$ cat src/rtl/video_fetch_fifo_if.sv
// Memory read bus between the video prefetch stage (master) and the
// memory arbiter (slave). A read is held on mem_strobe with a stable
// mem_addr until the slave answers with mem_ready and valid mem_data.
interface video_fetch_fifo_if #(
  parameter int ADDR_WIDTH = 30
) ();

  logic [ADDR_WIDTH-1:0] mem_addr;
  logic                  mem_strobe;
  logic                  mem_ready;
  logic [31:0]           mem_data;

  modport master (
    output mem_addr,
    output mem_strobe,
    input  mem_ready,
    input  mem_data
  );

  modport slave (
    input  mem_addr,
    input  mem_strobe,
    output mem_ready,
    output mem_data
  );

endinterface

$ cat src/rtl/video_fetch_fifo.sv
// Pixel prefetch stage feeding the 640x480 timing generator.
// Fetches 32-bit pixel words over the strobe/ready memory bus into a
// small FIFO and presents the FIFO head as bright/red/green/blue bytes.
// A vsync rising edge restarts the frame at base_addr; a line_repeat
// rising edge makes the fetch side re-read the current line once.
module video_fetch_fifo #(
  parameter int ADDR_WIDTH = 30,
  parameter int FIFO_LOG2  = 4,
  parameter int LINE_WORDS = 640
) (
  input  logic                  clk_pixel,
  input  logic                  reset_n,
  input  logic [ADDR_WIDTH-1:0] base_addr,
  input  logic                  vga_vsync,
  input  logic                  line_repeat,
  input  logic                  fetch_next,
  video_fetch_fifo_if.master    mem,
  output logic [7:0]            red_byte,
  output logic [7:0]            green_byte,
  output logic [7:0]            blue_byte,
  output logic [7:0]            bright_byte,
  output logic                  underflow
);

  localparam int DEPTH = 2 ** FIFO_LOG2;
  localparam int CW    = $clog2(LINE_WORDS + 1);

  typedef enum logic [1:0] {
    IDLE,
    REQ,
    DISCARD
  } state_t;

  state_t                state;
  state_t                state_next;

  logic                  vsync_q;
  logic                  line_repeat_q;
  logic                  vsync_rise;
  logic                  repeat_rise;

  logic [31:0]           fifo_mem [DEPTH];
  logic [FIFO_LOG2:0]    wr_ptr;
  logic [FIFO_LOG2:0]    rd_ptr;
  logic                  fifo_empty;
  logic                  fifo_full;
  logic                  push;
  logic                  pop;

  logic [ADDR_WIDTH-1:0] next_addr;
  logic [ADDR_WIDTH-1:0] line_start;
  logic [CW-1:0]         word_count;
  logic                  line_end;
  logic                  repeat_pending;
  logic [31:0]           head_word;

  assign vsync_rise  = vga_vsync & ~vsync_q;
  assign repeat_rise = line_repeat & ~line_repeat_q;

  // Equal low bits with differing wrap bits means full; identical pointers mean empty.
  assign fifo_empty = (wr_ptr == rd_ptr);
  assign fifo_full  = (wr_ptr[FIFO_LOG2] != rd_ptr[FIFO_LOG2]) &&
                      (wr_ptr[FIFO_LOG2-1:0] == rd_ptr[FIFO_LOG2-1:0]);

  // A completed read lands in the FIFO unless a frame restart flushes it away.
  assign push     = (state == REQ) && mem.mem_ready && !vsync_rise;
  assign pop      = fetch_next && !fifo_empty;
  assign line_end = push && (word_count == CW'(LINE_WORDS - 1));

  // Registered copies of vsync and line_repeat for rising-edge detection.
  always_ff @(posedge clk_pixel or negedge reset_n) begin
    if (!reset_n) begin
      vsync_q       <= 1'b0;
      line_repeat_q <= 1'b0;
    end else begin
      vsync_q       <= vga_vsync;
      line_repeat_q <= line_repeat;
    end
  end

  // Fetch FSM state register.
  always_ff @(posedge clk_pixel or negedge reset_n) begin
    if (!reset_n) begin
      state <= IDLE;
    end else begin
      state <= state_next;
    end
  end

  // Next state: only issue a read when a FIFO slot is free for it; a read caught by vsync is drained, never withdrawn.
  always_comb begin
    state_next = state;
    case (state)
      IDLE: begin
        if (!vga_vsync && !fifo_full) begin
          state_next = REQ;
        end
      end
      REQ: begin
        if (mem.mem_ready) begin
          state_next = IDLE;
        end else if (vsync_rise) begin
          state_next = DISCARD;
        end
      end
      DISCARD: begin
        if (mem.mem_ready) begin
          state_next = IDLE;
        end
      end
      default: state_next = IDLE;
    endcase
  end

  // Strobe stays asserted for both live and discarded reads.
  always_comb begin
    mem.mem_strobe = 1'b0;
    if ((state == REQ) || (state == DISCARD)) begin
      mem.mem_strobe = 1'b1;
    end
  end

  // Latch the read address as a new request is launched so it stays stable until ready.
  always_ff @(posedge clk_pixel or negedge reset_n) begin
    if (!reset_n) begin
      mem.mem_addr <= '0;
    end else if ((state == IDLE) && (state_next == REQ)) begin
      mem.mem_addr <= next_addr;
    end
  end

  // Frame and line address tracking, including the line re-fetch at a line boundary.
  always_ff @(posedge clk_pixel or negedge reset_n) begin
    if (!reset_n) begin
      next_addr  <= '0;
      line_start <= '0;
      word_count <= '0;
    end else if (vsync_rise) begin
      next_addr  <= base_addr;
      line_start <= base_addr;
      word_count <= '0;
    end else if (push) begin
      if (line_end) begin
        word_count <= '0;
        if (repeat_pending) begin
          next_addr <= line_start;
        end else begin
          next_addr  <= next_addr + 1'b1;
          line_start <= next_addr + 1'b1;
        end
      end else begin
        word_count <= word_count + 1'b1;
        next_addr  <= next_addr + 1'b1;
      end
    end
  end

  // Remember a line_repeat edge until the fetch side reaches the end of the line.
  always_ff @(posedge clk_pixel or negedge reset_n) begin
    if (!reset_n) begin
      repeat_pending <= 1'b0;
    end else if (vsync_rise) begin
      repeat_pending <= 1'b0;
    end else begin
      repeat_pending <= (repeat_pending && !line_end) || repeat_rise;
    end
  end

  // FIFO pointers: flush on frame restart, otherwise push and pop independently.
  always_ff @(posedge clk_pixel or negedge reset_n) begin
    if (!reset_n) begin
      wr_ptr <= '0;
      rd_ptr <= '0;
    end else if (vsync_rise) begin
      wr_ptr <= '0;
      rd_ptr <= '0;
    end else begin
      if (push) begin
        wr_ptr <= wr_ptr + 1'b1;
      end
      if (pop) begin
        rd_ptr <= rd_ptr + 1'b1;
      end
    end
  end

  // FIFO storage; contents are only visible through the head when not empty.
  always_ff @(posedge clk_pixel) begin
    if (push) begin
      fifo_mem[wr_ptr[FIFO_LOG2-1:0]] <= mem.mem_data;
    end
  end

  // Sticky underflow flag, cleared at the start of each frame.
  always_ff @(posedge clk_pixel or negedge reset_n) begin
    if (!reset_n) begin
      underflow <= 1'b0;
    end else if (vsync_rise) begin
      underflow <= 1'b0;
    end else if (fetch_next && fifo_empty) begin
      underflow <= 1'b1;
    end
  end

  // Present the FIFO head ahead of the pop; an empty FIFO shows black.
  always_comb begin
    head_word   = fifo_mem[rd_ptr[FIFO_LOG2-1:0]];
    bright_byte = 8'h00;
    red_byte    = 8'h00;
    green_byte  = 8'h00;
    blue_byte   = 8'h00;
    if (!fifo_empty) begin
      bright_byte = head_word[31:24];
      red_byte    = head_word[23:16];
      green_byte  = head_word[15:8];
      blue_byte   = head_word[7:0];
    end
  end

endmodule
$ cat src/flat_wrapper.sv
// flat-port wrapper written by rule: the top's interface ports become plain ports
module video_fetch_fifo_flat 
#(
  parameter int ADDR_WIDTH = 30,
  parameter int FIFO_LOG2  = 4,
  parameter int LINE_WORDS = 640
)
  (clk_pixel, reset_n, base_addr, vga_vsync, line_repeat, fetch_next, red_byte, green_byte, blue_byte, bright_byte, underflow, mem_mem_addr, mem_mem_strobe, mem_mem_ready, mem_mem_data);
  video_fetch_fifo_if #(.ADDR_WIDTH(ADDR_WIDTH)) mem_i ();
  input  logic clk_pixel;
  input  logic reset_n;
  input  logic [ADDR_WIDTH-1:0] base_addr;
  input  logic vga_vsync;
  input  logic line_repeat;
  input  logic fetch_next;
  output logic [7:0] red_byte;
  output logic [7:0] green_byte;
  output logic [7:0] blue_byte;
  output logic [7:0] bright_byte;
  output logic underflow;
  output wire logic [$bits(mem_i.mem_addr)-1:0] mem_mem_addr;
  output wire logic [$bits(mem_i.mem_strobe)-1:0] mem_mem_strobe;
  input wire logic [$bits(mem_i.mem_ready)-1:0] mem_mem_ready;
  input wire logic [$bits(mem_i.mem_data)-1:0] mem_mem_data;
  assign mem_mem_addr = mem_i.mem_addr;
  assign mem_mem_strobe = mem_i.mem_strobe;
  assign mem_i.mem_ready = mem_mem_ready;
  assign mem_i.mem_data = mem_mem_data;
  video_fetch_fifo #(.ADDR_WIDTH(ADDR_WIDTH), .FIFO_LOG2(FIFO_LOG2), .LINE_WORDS(LINE_WORDS)) u_core (.clk_pixel(clk_pixel), .reset_n(reset_n), .base_addr(base_addr), .vga_vsync(vga_vsync), .line_repeat(line_repeat), .fetch_next(fetch_next), .mem(mem_i), .red_byte(red_byte), .green_byte(green_byte), .blue_byte(blue_byte), .bright_byte(bright_byte), .underflow(underflow));
endmodule
$ cat config.mk
export PLATFORM = sky130hd
export DESIGN_NAME = video_fetch_fifo_flat
export DESIGN_NICKNAME = d
export VERILOG_FILES = /design/src/rtl/video_fetch_fifo_if.sv /design/src/rtl/video_fetch_fifo.sv /design/src/flat_wrapper.sv
export SDC_FILE = /design/constraint.sdc
export NUM_CORES = 1
export LEC_CHECK = 0
export BUFFER_PORTS_ARGS = -buffer_cell sky130_fd_sc_hd__clkbuf_2
export CORE_ASPECT_RATIO = 1.5
export CORE_MARGIN = 2
export CORE_UTILIZATION = 55
export DETAILED_ROUTE_END_ITERATION = 8
export GPL_TIMING_DRIVEN = 0
export PLACE_DENSITY_LB_ADDON = 0.05
export REMOVE_ABC_BUFFERS = 1
export SYNTH_ARGS = -nofsm -noshare
export SYNTH_HDL_FRONTEND = slang
export SYNTH_SLANG_ARGS = --single-unit
$ cat constraint.sdc
create_clock -name clk_pixel -period 3.8 [get_ports clk_pixel]
set_input_delay 0.57 -clock clk_pixel [delete_from_list [all_inputs] [get_ports clk_pixel]]
set_output_delay 0.57 -clock clk_pixel [all_outputs]
set_load 0.005 [all_outputs]
==> out/metrics.cfg <==
[setup_path]
reg2reg_slack_ps=250
worstReg2RegEnd=u_core.next_addr[16]
endpoint_kind=output port
crit_path_cell_trace=buf_16 > buf_16 > buf_16 > mux4_2 > mux4_2 > nor2b_1 > clkbuf_2
cp-start-kind=flop
crit_buf_inv=4
r2r_start=u_core.state[1]
cp-startpoint=u_core.rd_ptr[0]
endpoint=bright_byte[0]
max_stage_delay_ps=530
required_ps=3230
crit_type=reg2out
crit_family=multiplexers
crit_top_cell=buf_16
cp.arrival_ps=3100
r2r_cells=8
slowest_stage=mux4_2
worst-path-stages=7
cp_max_fo=18

[global_route]
grt_usage_pct=25.51
overflow=0
antenna_found_initial=1
grt_max_degree=104
grt_pass1_vias=14770
grt_pass1_wl_um=92460

[sta]
worstMarginPinSlew_ps=1296
rsz0062_at_grt=no
clock.fmax_mhz=272.6
period_minus_slack_ps=3668
fin_worst_skew_ps=26.24
final-setup-viol-count=0
hold_viol_final=0
max-slew-margin-rel_pct=13.12
post-route-period-util_pct=96.52
slew_violations=0
hold_ws_ps=107.3

[cts]
path_clk_slew_ps=60
htreeDepth=2
worstSkewPairLatency_ps=610
cts_made_buffers=57
cts.sinks=628
cts_root_buffer=clkbuf_16
cts_tree=done
cts_buffer_depth=3

[power]
power_switching_w=0.005431
cellInternalPower_w=0.01376
ir_worst_vdd_v=0.0004606
p_per_area_mw_per_mm2=642.4
swShare_pct=28.30
total_power_w=0.01919
power.leakage_nw=10.16
p_clk_share_pct=29.5
pwr-share-seq_pct=43.7
p_comb_share_pct=26.8

[detailed_routing]
antenna_left=0
drt_first_pass_iters=5
finalWirelength_um=60930
routedWlPerCell_um=27.14
via_per_inst=6.273
drc=0
drt-initial-drc-count=1134
vias=14080

[logic_synthesis]
syn_inst=1451
yosysUniqueCellTypes=67
synth_warnings=0
ys_ff_latch=628
yosys_most_used_dff=edfxtp_1
synth_edf_count=512
synth_seq_area_share_pct=70.56
synthArstFlopShare_pct=18.47
syn_area_mm2=0.02590
synth.avg_cell_area_um2=17.85

[placed_design]
gp_congestion=0.8980
placed_area_mm2=0.02780
io_buffers=131
post-dp-hpwl_um=36990

[floorplanning]
initial_core_util_pct=55.58
core_mm2=0.04660
num_rows=97
die_area_mm2=0.04888
die_w_um=181.2
pin_count=132
die_h_um=269.8

[layout]
final_design_area_no_fill_mm2=0.02987
drive_above_1_share_pct=30.59
syn2layout_area_growth_pct=15.32
antenna_cells=0
nFillCells=3309
nNetsFinal=1685

[worst_hold_path]
hp-start=line_repeat
hold_path.class=in2reg

[run_status]
outcome=complete, no violations

[flow_run]
maxCapViolations=0

==> registers in the layout, indices dropped and copies added (netlist names), 2 cells and up <==
name and cells:
u_core.next_addr 30, u_core.mem.mem_addr 30, u_core.state 2, u_core.fifo_mem 512, u_core.rd_ptr 5, u_core.wr_ptr 5
u_core.line_start 30, u_core.word_count 10
==> power groups by stage <==
| stage | combinational [W] | sequential [W] | clock [W] |
|---|---|---|---|
| final | 0.00514 | 0.00839 | 0.00566 |
| after global routing | 0.00553 | 0.00845 | 0.00603 |
| after CTS | 0.00523 | 0.00840 | 0.00576 |
| after detailed placement | 0.00485 | 0.00860 | 0 |
| after global placement | 0.00399 | 0.00901 | 0 |
| after floorplan | 0.00299 | 0.00877 | 0 |
==> worst register-to-register path: cells and delay by family, from the launching register on <==
family	cells	cell delay [ps]
AOI/OAI and AO/OA	2	300
buffers and inverters	1	130
adders and majority gates	1	260
DFF	1	430
and+or+nand+nor	4	2310
==> kinds of logic (layout without fill, tap and decap cells) <==
group,Yosys count,count (layout),synth area share [%]
compound gates,177,177,4.212
xor+xnor,41,41,1.386
fa+ha+maj,11,11,0.5313
buf+inv,95,295,1.676
flops,628,628,70.56
mux,208,208,15.97
simple gates,291,291,5.656
==> synthesized netlist by cell type, types with 8 or more instances <==
| master | count | area (um^2) |
|---|---|---|
| inv_1 | 8 | 30.03 |
| nand2_1 | 73 | 274.0 |
| edfxtp_1 | 512 | 15370 |
| clkbuf_1 | 42 | 157.7 |
| nor3_1 | 15 | 75.07 |
| xor2_1 | 21 | 183.9 |
| nand3_1 | 24 | 120.1 |
| ha_1 | 11 | 137.6 |
| buf_1 | 13 | 48.80 |
| a31oi_1 | 9 | 56.30 |
| nor2_1 | 87 | 326.6 |
| mux2i_1 | 11 | 110.1 |
| buf_2 | 22 | 110.1 |
| mux4_2 | 160 | 3603 |
| o211ai_1 | 10 | 75.07 |
| nor2b_1 | 34 | 212.7 |
| a21oi_1 | 47 | 235.2 |
| nand4_1 | 9 | 56.30 |
| mux2_2 | 35 | 394.1 |
| and3_1 | 10 | 62.56 |
| o21ai_0 | 48 | 240.2 |
| o22ai_1 | 16 | 100.1 |
| xnor2_1 | 20 | 175.2 |
| a211oi_1 | 9 | 67.56 |
| dfrtp_1 | 116 | 2903 |
==> metrics by stage <==
stage / std cells / TNS [ps] / setup WS (ps) / utilization (%)
3_5_place_dp: 2129 / -234540 / -864.2 / 59.65
5_1_grt: 2245 / 0 / 25.77 / 64.09
4_1_cts: 2244 / 0 / 16.01 / 64.04
2_1_floorplan: 1365 / -550030 / -3624 / -
3_3_place_gp: 2090 / -2964450 / -9124 / 57.72
6_report: 2245 / 0 / 132.1 / 64.09
==> what timing repair did <==
action | in CTS | in global routing
endpoints found under the setup margin | 563 | 15
resized for setup | 5 | 2
cloned | 4 | 0
hold buffers | 1 | 0
hold endpoints to repair | 13 | 0
pin swaps | 1 | 0
setup buffers | 6 | 1
==> per-layer routing <==
metal	vias to the layer above	share of wire [%]	global-route usage (%)
li1	6103	-	-
met1	7395	39	32.90
met2	466	53	45.28
met3	116	4.9	3.209
met4	2	3.1	8.130
met5	-	0.020	0
==> layout make-up <==
cell class	instances	area (um^2)	area share [%]
flip-flops and latches	628	18290	61.23
multi-input cells	728	7343	24.58
repair buffers	182	1625	5.441
clock buffers	65	1466	4.909
well taps	594	743.2	2.488
clock inverters	39	367.9	1.232
inverters	9	33.78	0.1131
==> worst min-delay path by stage <==
stage | endpoint | slack, ps | cells past startpoint
5_1_grt | u_core.line_repeat_q | 90 | 1
3_5_place_dp | u_core.next_addr[5] | 430 | 1
2_1_floorplan | u_core.line_repeat_q | 270 | 0
3_3_place_gp | u_core.line_start[2] | 460 | 2
6_report | u_core.line_repeat_q | 110 | 1
4_1_cts | u_core.line_repeat_q | 80 | 1
==> cells in the final DEF, fill, tap and decap left out, types with 12 or more instances in the layout <==
cell       count
a21oi_1       47
nor2b_1       32
xnor2_1       20
nand2_1       72
buf_16        14
mux4_2       160
mux2_2        35
nor2_1        73
nor2_4        14
xor2_1        21
buf_6         12
o21ai_0       48
nand3_1       24
edfxtp_1     512
clkbuf_2     130
dfrtp_1      112
clkinv_1      14
clkbuf_16     57
o22ai_1       16
Note: power is estimated with default switching activity, not from simulation.
